### src/rtl/pokey_pkg.sv
// Shared POKEY constants: bus address map, SKCTL field positions, POTGO FSM states.
package pokey_pkg;

   // Address map of the pot / serial-control slots.
   localparam logic [3:0] ADDR_POT0   = 4'h0;
   localparam logic [3:0] ADDR_POT7   = 4'h7;
   localparam logic [3:0] ADDR_ALLPOT = 4'h8;
   localparam logic [3:0] ADDR_POTGO  = 4'hB;
   localparam logic [3:0] ADDR_SKCTL  = 4'hF;

   // SKCTL fields: bit 2 selects fast pot scan, [1:0]==00 holds the clock generator in init.
   localparam int SKCTL_FAST_BIT = 2;
   localparam int SKCTL_INIT_MSB = 1;
   localparam int SKCTL_INIT_LSB = 0;

   typedef enum logic [1:0] {
      PG_IDLE  = 2'd0,
      PG_ARMED = 2'd1,
      PG_PULSE = 2'd2
   } potgo_state_e;

   // True for the eight individual POTn read slots.
   function automatic logic is_pot_addr(input logic [3:0] a);
      return (a <= ADDR_POT7);
   endfunction

endpackage

### src/rtl/potgo_strobe.sv
// POTGO strobe: turns a POTGO register write into a pulse exactly one slow-clock
// period long, bounded by two enp edges. A write during the pulse queues one more.
module potgo_strobe
   import pokey_pkg::*;
(
   input  logic clk,
   input  logic rst_n,
   input  logic wr_req,
   input  logic enp,
   output logic potgo
);

   potgo_state_e state_q, state_d;
   logic         pend_q, pend_d;

   // Next-state: the bus write is considered before the enp step of the same clk.
   always_comb begin
      state_d = state_q;
      pend_d  = pend_q;
      case (state_q)
         PG_IDLE: begin
            // A write is never consumed by an enp on its own cycle.
            if (wr_req) state_d = PG_ARMED;
         end
         PG_ARMED: begin
            // Extra writes while armed collapse into the one pending pulse.
            if (enp) state_d = PG_PULSE;
         end
         PG_PULSE: begin
            if (wr_req) pend_d = 1'b1;
            if (enp) begin
               state_d = (pend_q | wr_req) ? PG_ARMED : PG_IDLE;
               pend_d  = 1'b0;
            end
         end
         default: begin
            state_d = PG_IDLE;
            pend_d  = 1'b0;
         end
      endcase
   end

   // State register; reset drops an in-flight pulse immediately.
   always_ff @(posedge clk or negedge rst_n) begin
      if (!rst_n) begin
         state_q <= PG_IDLE;
         pend_q  <= 1'b0;
      end else begin
         state_q <= state_d;
         pend_q  <= pend_d;
      end
   end

   assign potgo = (state_q == PG_PULSE);

endmodule

### src/rtl/pot_bus_if.sv
// CPU register interface in front of POT_core: samples bus cycles on enn,
// serves POTn/ALLPOT reads, holds SKCTL and launches POTGO scans.
module pot_bus_if
   import pokey_pkg::*;
#(
   parameter logic [3:0] ALLPOT_ADDR = ADDR_ALLPOT,
   parameter logic [3:0] POTGO_ADDR  = ADDR_POTGO,
   parameter logic [3:0] SKCTL_ADDR  = ADDR_SKCTL
) (
   input  logic        clk,
   input  logic        rst_n,
   input  logic        enp,
   input  logic        enn,
   input  logic        cs,
   input  logic        rw,
   input  logic [3:0]  addr,
   input  logic [7:0]  data_in,
   input  logic [63:0] pot_vals,
   input  logic [7:0]  allpot,
   output logic [7:0]  data_out,
   output logic        data_oe,
   output logic        POTGO,
   output logic        fastScan,
   output logic        init,
   output logic [7:0]  skctl
);

   logic       bus_samp, bus_rd, bus_wr, potgo_wr;
   logic [3:0] pot_idx;
   logic [7:0] rd_data;
   logic       rd_hit;

   logic [7:0] data_out_q, data_out_d;
   logic       data_oe_q, data_oe_d;
   logic [7:0] skctl_q, skctl_d;

   // The bus is only meaningful on the slow-clock falling-edge strobe.
   assign bus_samp = enn & cs;
   assign bus_rd   = bus_samp & rw;
   assign bus_wr   = bus_samp & ~rw;
   assign potgo_wr = bus_wr & (addr == POTGO_ADDR);
   assign pot_idx  = addr - ADDR_POT0;

   // Read mux: POTn slot, ALLPOT, or an undecoded read that floats the bus.
   always_comb begin
      rd_data = 8'h00;
      rd_hit  = 1'b0;
      if (is_pot_addr(addr)) begin
         for (int i = 0; i < 8; i++) begin
            if (pot_idx == 4'(i)) rd_data = pot_vals[i*8 +: 8];
         end
         rd_hit = 1'b1;
      end else if (addr == ALLPOT_ADDR) begin
         rd_data = allpot;
         rd_hit  = 1'b1;
      end
   end

   // Read-data and SKCTL update; read data holds until the next sampled cycle.
   always_comb begin
      data_out_d = data_out_q;
      data_oe_d  = data_oe_q;
      skctl_d    = skctl_q;
      if (bus_rd) begin
         data_out_d = rd_data;
         data_oe_d  = rd_hit;
      end
      if (bus_wr) begin
         data_oe_d = 1'b0;
         if (addr == SKCTL_ADDR) skctl_d = data_in;
      end
   end

   // Bus-side registers.
   always_ff @(posedge clk or negedge rst_n) begin
      if (!rst_n) begin
         data_out_q <= 8'h00;
         data_oe_q  <= 1'b0;
         skctl_q    <= 8'h00;
      end else begin
         data_out_q <= data_out_d;
         data_oe_q  <= data_oe_d;
         skctl_q    <= skctl_d;
      end
   end

   potgo_strobe u_potgo (
      .clk    (clk),
      .rst_n  (rst_n),
      .wr_req (potgo_wr),
      .enp    (enp),
      .potgo  (POTGO)
   );

   assign data_out = data_out_q;
   assign data_oe  = data_oe_q;
   assign skctl    = skctl_q;
   assign fastScan = skctl_q[SKCTL_FAST_BIT];
   assign init     = (skctl_q[SKCTL_INIT_MSB:SKCTL_INIT_LSB] == 2'b00);

endmodule

### config.mk
export PLATFORM = sky130hd
export DESIGN_NAME = pot_bus_if
export DESIGN_NICKNAME = d
export VERILOG_FILES = /design/src/rtl/pokey_pkg.sv /design/src/rtl/potgo_strobe.sv /design/src/rtl/pot_bus_if.sv
export SDC_FILE = /design/constraint.sdc
export NUM_CORES = 1
export LEC_CHECK = 0
export CAP_MARGIN = 25
export CORE_ASPECT_RATIO = 0.7
export CORE_MARGIN = 2
export CORE_UTILIZATION = 38
export DETAILED_ROUTE_END_ITERATION = 10
export PLACE_DENSITY = 0.89
export SLEW_MARGIN = 25
export SYNTH_ARGS = -nofsm -noshare
export SYNTH_HDL_FRONTEND = slang
export SYNTH_HIERARCHICAL = 1
export SYNTH_SLANG_ARGS = --single-unit
### constraint.sdc
create_clock -name clk -period 2.3 [get_ports clk]
set_input_delay 0.575 -clock clk [delete_from_list [all_inputs] [get_ports clk]]
set_output_delay 0.575 -clock clk [all_outputs]
set_load 0.01 [all_outputs]
==> flow_summary.json <==
{
  "post_dp_cell_area_mm2": 0.00276,
  "cp.arrival_ps": 2270,
  "synthesis.nets": 255,
  "skew_ps": 3.95,
  "p_leak_nw": 1.14,
  "syn_area_mm2": 0.00154,
  "rr_worst_depth": 2,
  "antenna_found_initial": 0,
  "drcViolationCount": 0,
  "synthSimpleGateAreaFrac_pct": 22.1,
  "cts.sinks": 20,
  "vias": 1751,
  "rr_endpoint": "u_potgo/state_q[0]",
  "layout.nets": 372,
  "synth_top_area_cell": "dfrtp_1",
  "gp_congestion": 0.769,
  "route.detailed.wl_per_inst_um": 15.6,
  "syn_avg_cell_area_um2": 9.33,
  "hold_end": "data_oe",
  "hold_path_class": "reg2reg",
  "yosys-top-cells-area": "dfrtp_1, mux2i_1, a21oi_1",
  "drt_wl_total_um": 5200,
  "ys_async_sr_fraction_pct": 100,
  "firstDrtPassIters": 4,
  "worstSetupPathType": "in2reg",
  "rsz0062_at_grt": "no",
  "finalMaxSlewViolations": 0,
  "ys_seq_area_share_pct": 32.5,
  "crit_fanout": 12,
  "synth.top_cell.area_share_pct": 32.5,
  "htree_num_levels": 1,
  "post-cts-setup-buffer-count": 0,
  "grt_use_met2_pct": 39.2,
  "ant_nets": 0,
  "grt_overflow": 0,
  "initial_core_util_pct": 39.5,
  "clock_latency_ps": 260,
  "core_area_mm2": 0.00390,
  "synth_edf_count": 0,
  "setup_tns_ps": 0,
  "p_per_area_mw_per_mm2": 446,
  "syn_inst": 165,
  "synth_top_family_by_area": "simple AND/OR/NAND/NOR gates",
  "track_usage_pct": 22.0,
  "final_cells": 333,
  "cts_buffers": 3,
  "required_ps": 2480,
  "setup_violations": 0,
  "drt-vias-per-instance": 5.26,
  "fillers": 297,
  "vdd_drop_max_mv": 0.474,
  "period_needed_ps": 2090,
  "synth_seq_cells": 20,
  "fmax_mhz": 478,
  "holdBufCountCts": 0,
  "drive_above_1_share_pct": 14.6,
  "clockRootBuffer": "clkbuf_8",
  "end_kind": "flip-flop",
  "antenna_cells": 0,
  "drv_cap": 0,
  "yosysWarnings": 6,
  "multi_input_area_um2": 942,
  "finalHoldViolCount": 0,
  "grt_pass1_wl_um": 7940,
  "status": "complete, no violations",
  "holdWs_ps": 512,
  "synth_adder_area_share_pct": 0,
  "synth.area.mux_share_pct": 17.2,
  "port_buffers": 109,
  "rrSetupSlack_ps": 1310,
  "p_total_mw": 1.25,
  "register_area_um2": 500,
  "grt_pass1_vias": 1726,
  "io_pins": 110,
  "tightest_slew_ps": 472,
  "dieWidth_um": 80.1,
  "yosysMostFrequentCell": "dfrtp_1",
  "synthXorXnorAreaFrac_pct": 0,
  "synth_cell_type_count": 41,
  "hpwl_um": 4280,
  "synth-main-ff-cell": "dfrtp_1",
  "drt_first_iter_violations": 90,
  "cts_resized": 0,
  "dieHeight_um": 57.2,
  "area_growth_pct": 82.6,
  "clk_pin_slew_worst_paths_ps": 70,
  "relSlewSlack_pct": 68.1,
  "period_share_pct": 90.9,
  "clk_path_buf_depth": 2,
  "dp_cells": 329,
  "netlist_top_cells_count": "dfrtp_1, a21oi_1, nor2_1",
  "grt_max_degree": 27,
  "grtUsageMet1_pct": 26.3,
  "die-area_mm2": 0.00458,
  "final_area_mm2": 0.00281,
  "tritoncts": "built",
  "rows": 19,
  "top_usage_layer": "met2",
  "use_met3_pct": 7.91,
  "rr_startpoint": "u_potgo/state_q[1]",
  "hold_start": "data_oe",
  "cp-start-kind": "input pin",
  "hold_depth": 1,
  "synth_compound_area_share_pct": 21.9
}
## power breakdown
group	total (mW)	internal, mW	switching, mW
clock network	0.265	0.152	0.112
registers	0.461	0.413	0.0478
logic	0.528	0.346	0.183
total	1.25	0.911	0.343
## metal layers
metal  part of all wire, %  wire (um)
met1                    40       2090
met2                    49       2540
met4                  0.79         41
met3                    10        536
met5                     0          0
## final cells by class
| class | count | share of cell area, % |
|---|---|---|
| clock buffers | 4 | 1.96 |
| flip-flops and latches | 20 | 17.8 |
| inverters | 5 | 0.668 |
| well taps | 52 | 2.32 |
| repair buffers | 124 | 43.7 |
| multi-input cells | 128 | 33.5 |
## registers in the layout (all words and copies together), names as in the netlist
register	count
data_out	8
u_potgo/pend_q	1
skctl	8
u_potgo/state_q	2
data_oe	1
## critical path, cell delays in order
cell	delay, ps
clkdlybuf4s50_1	520
buf_4	200
or3b_1	450
o2bb2ai_1	230
o22ai_1	110
a31oi_1	170
## through the flow
stage / worst slack, ps / utilization, %
3_5_place_dp: -30.7 / 70.7
4_1_cts: 204 / 72.1
3_3_place_gp: 4.16 / 70.7
2_1_floorplan: 528 / -
6_report: 209 / 72.1
5_1_grt: 123 / 72.1
## placed cells by master (no fill, tap or decap), types with 4 or more instances in the layout
cell type and n:
clkdlybuf4s50_1 109, nand3b_1 6, clkbuf_8 4, or3b_2 6, inv_1 5, dfrtp_1 20, nor2_1 17, mux2i_1 13
o21ai_0 8, nand2b_1 4, a21oi_1 19, o2bb2ai_1 5, mux2_2 8, a31oi_1 5, o22ai_1 5, buf_4 13
## worst max-delay path by stage
stage | startpoint | end | slack, ps | depth (start not counted)
6_report | addr[1] | data_out[2] | 210 | 6
5_1_grt | addr[0] | data_out[4] | 120 | 6
4_1_cts | addr[0] | data_out[0] | 200 | 6
3_5_place_dp | addr[1] | data_out[2] | -30 | 6
3_3_place_gp | addr[0] | data_out[5] | 4 | 6
2_1_floorplan | addr[2] | data_out[1] | 530 | 5
## cells by family after synthesis
family	Yosys count
mux	23
compound gates	53
buf+inv	17
simple gates	52
flops	20
Power figures use the tool's default switching activity.
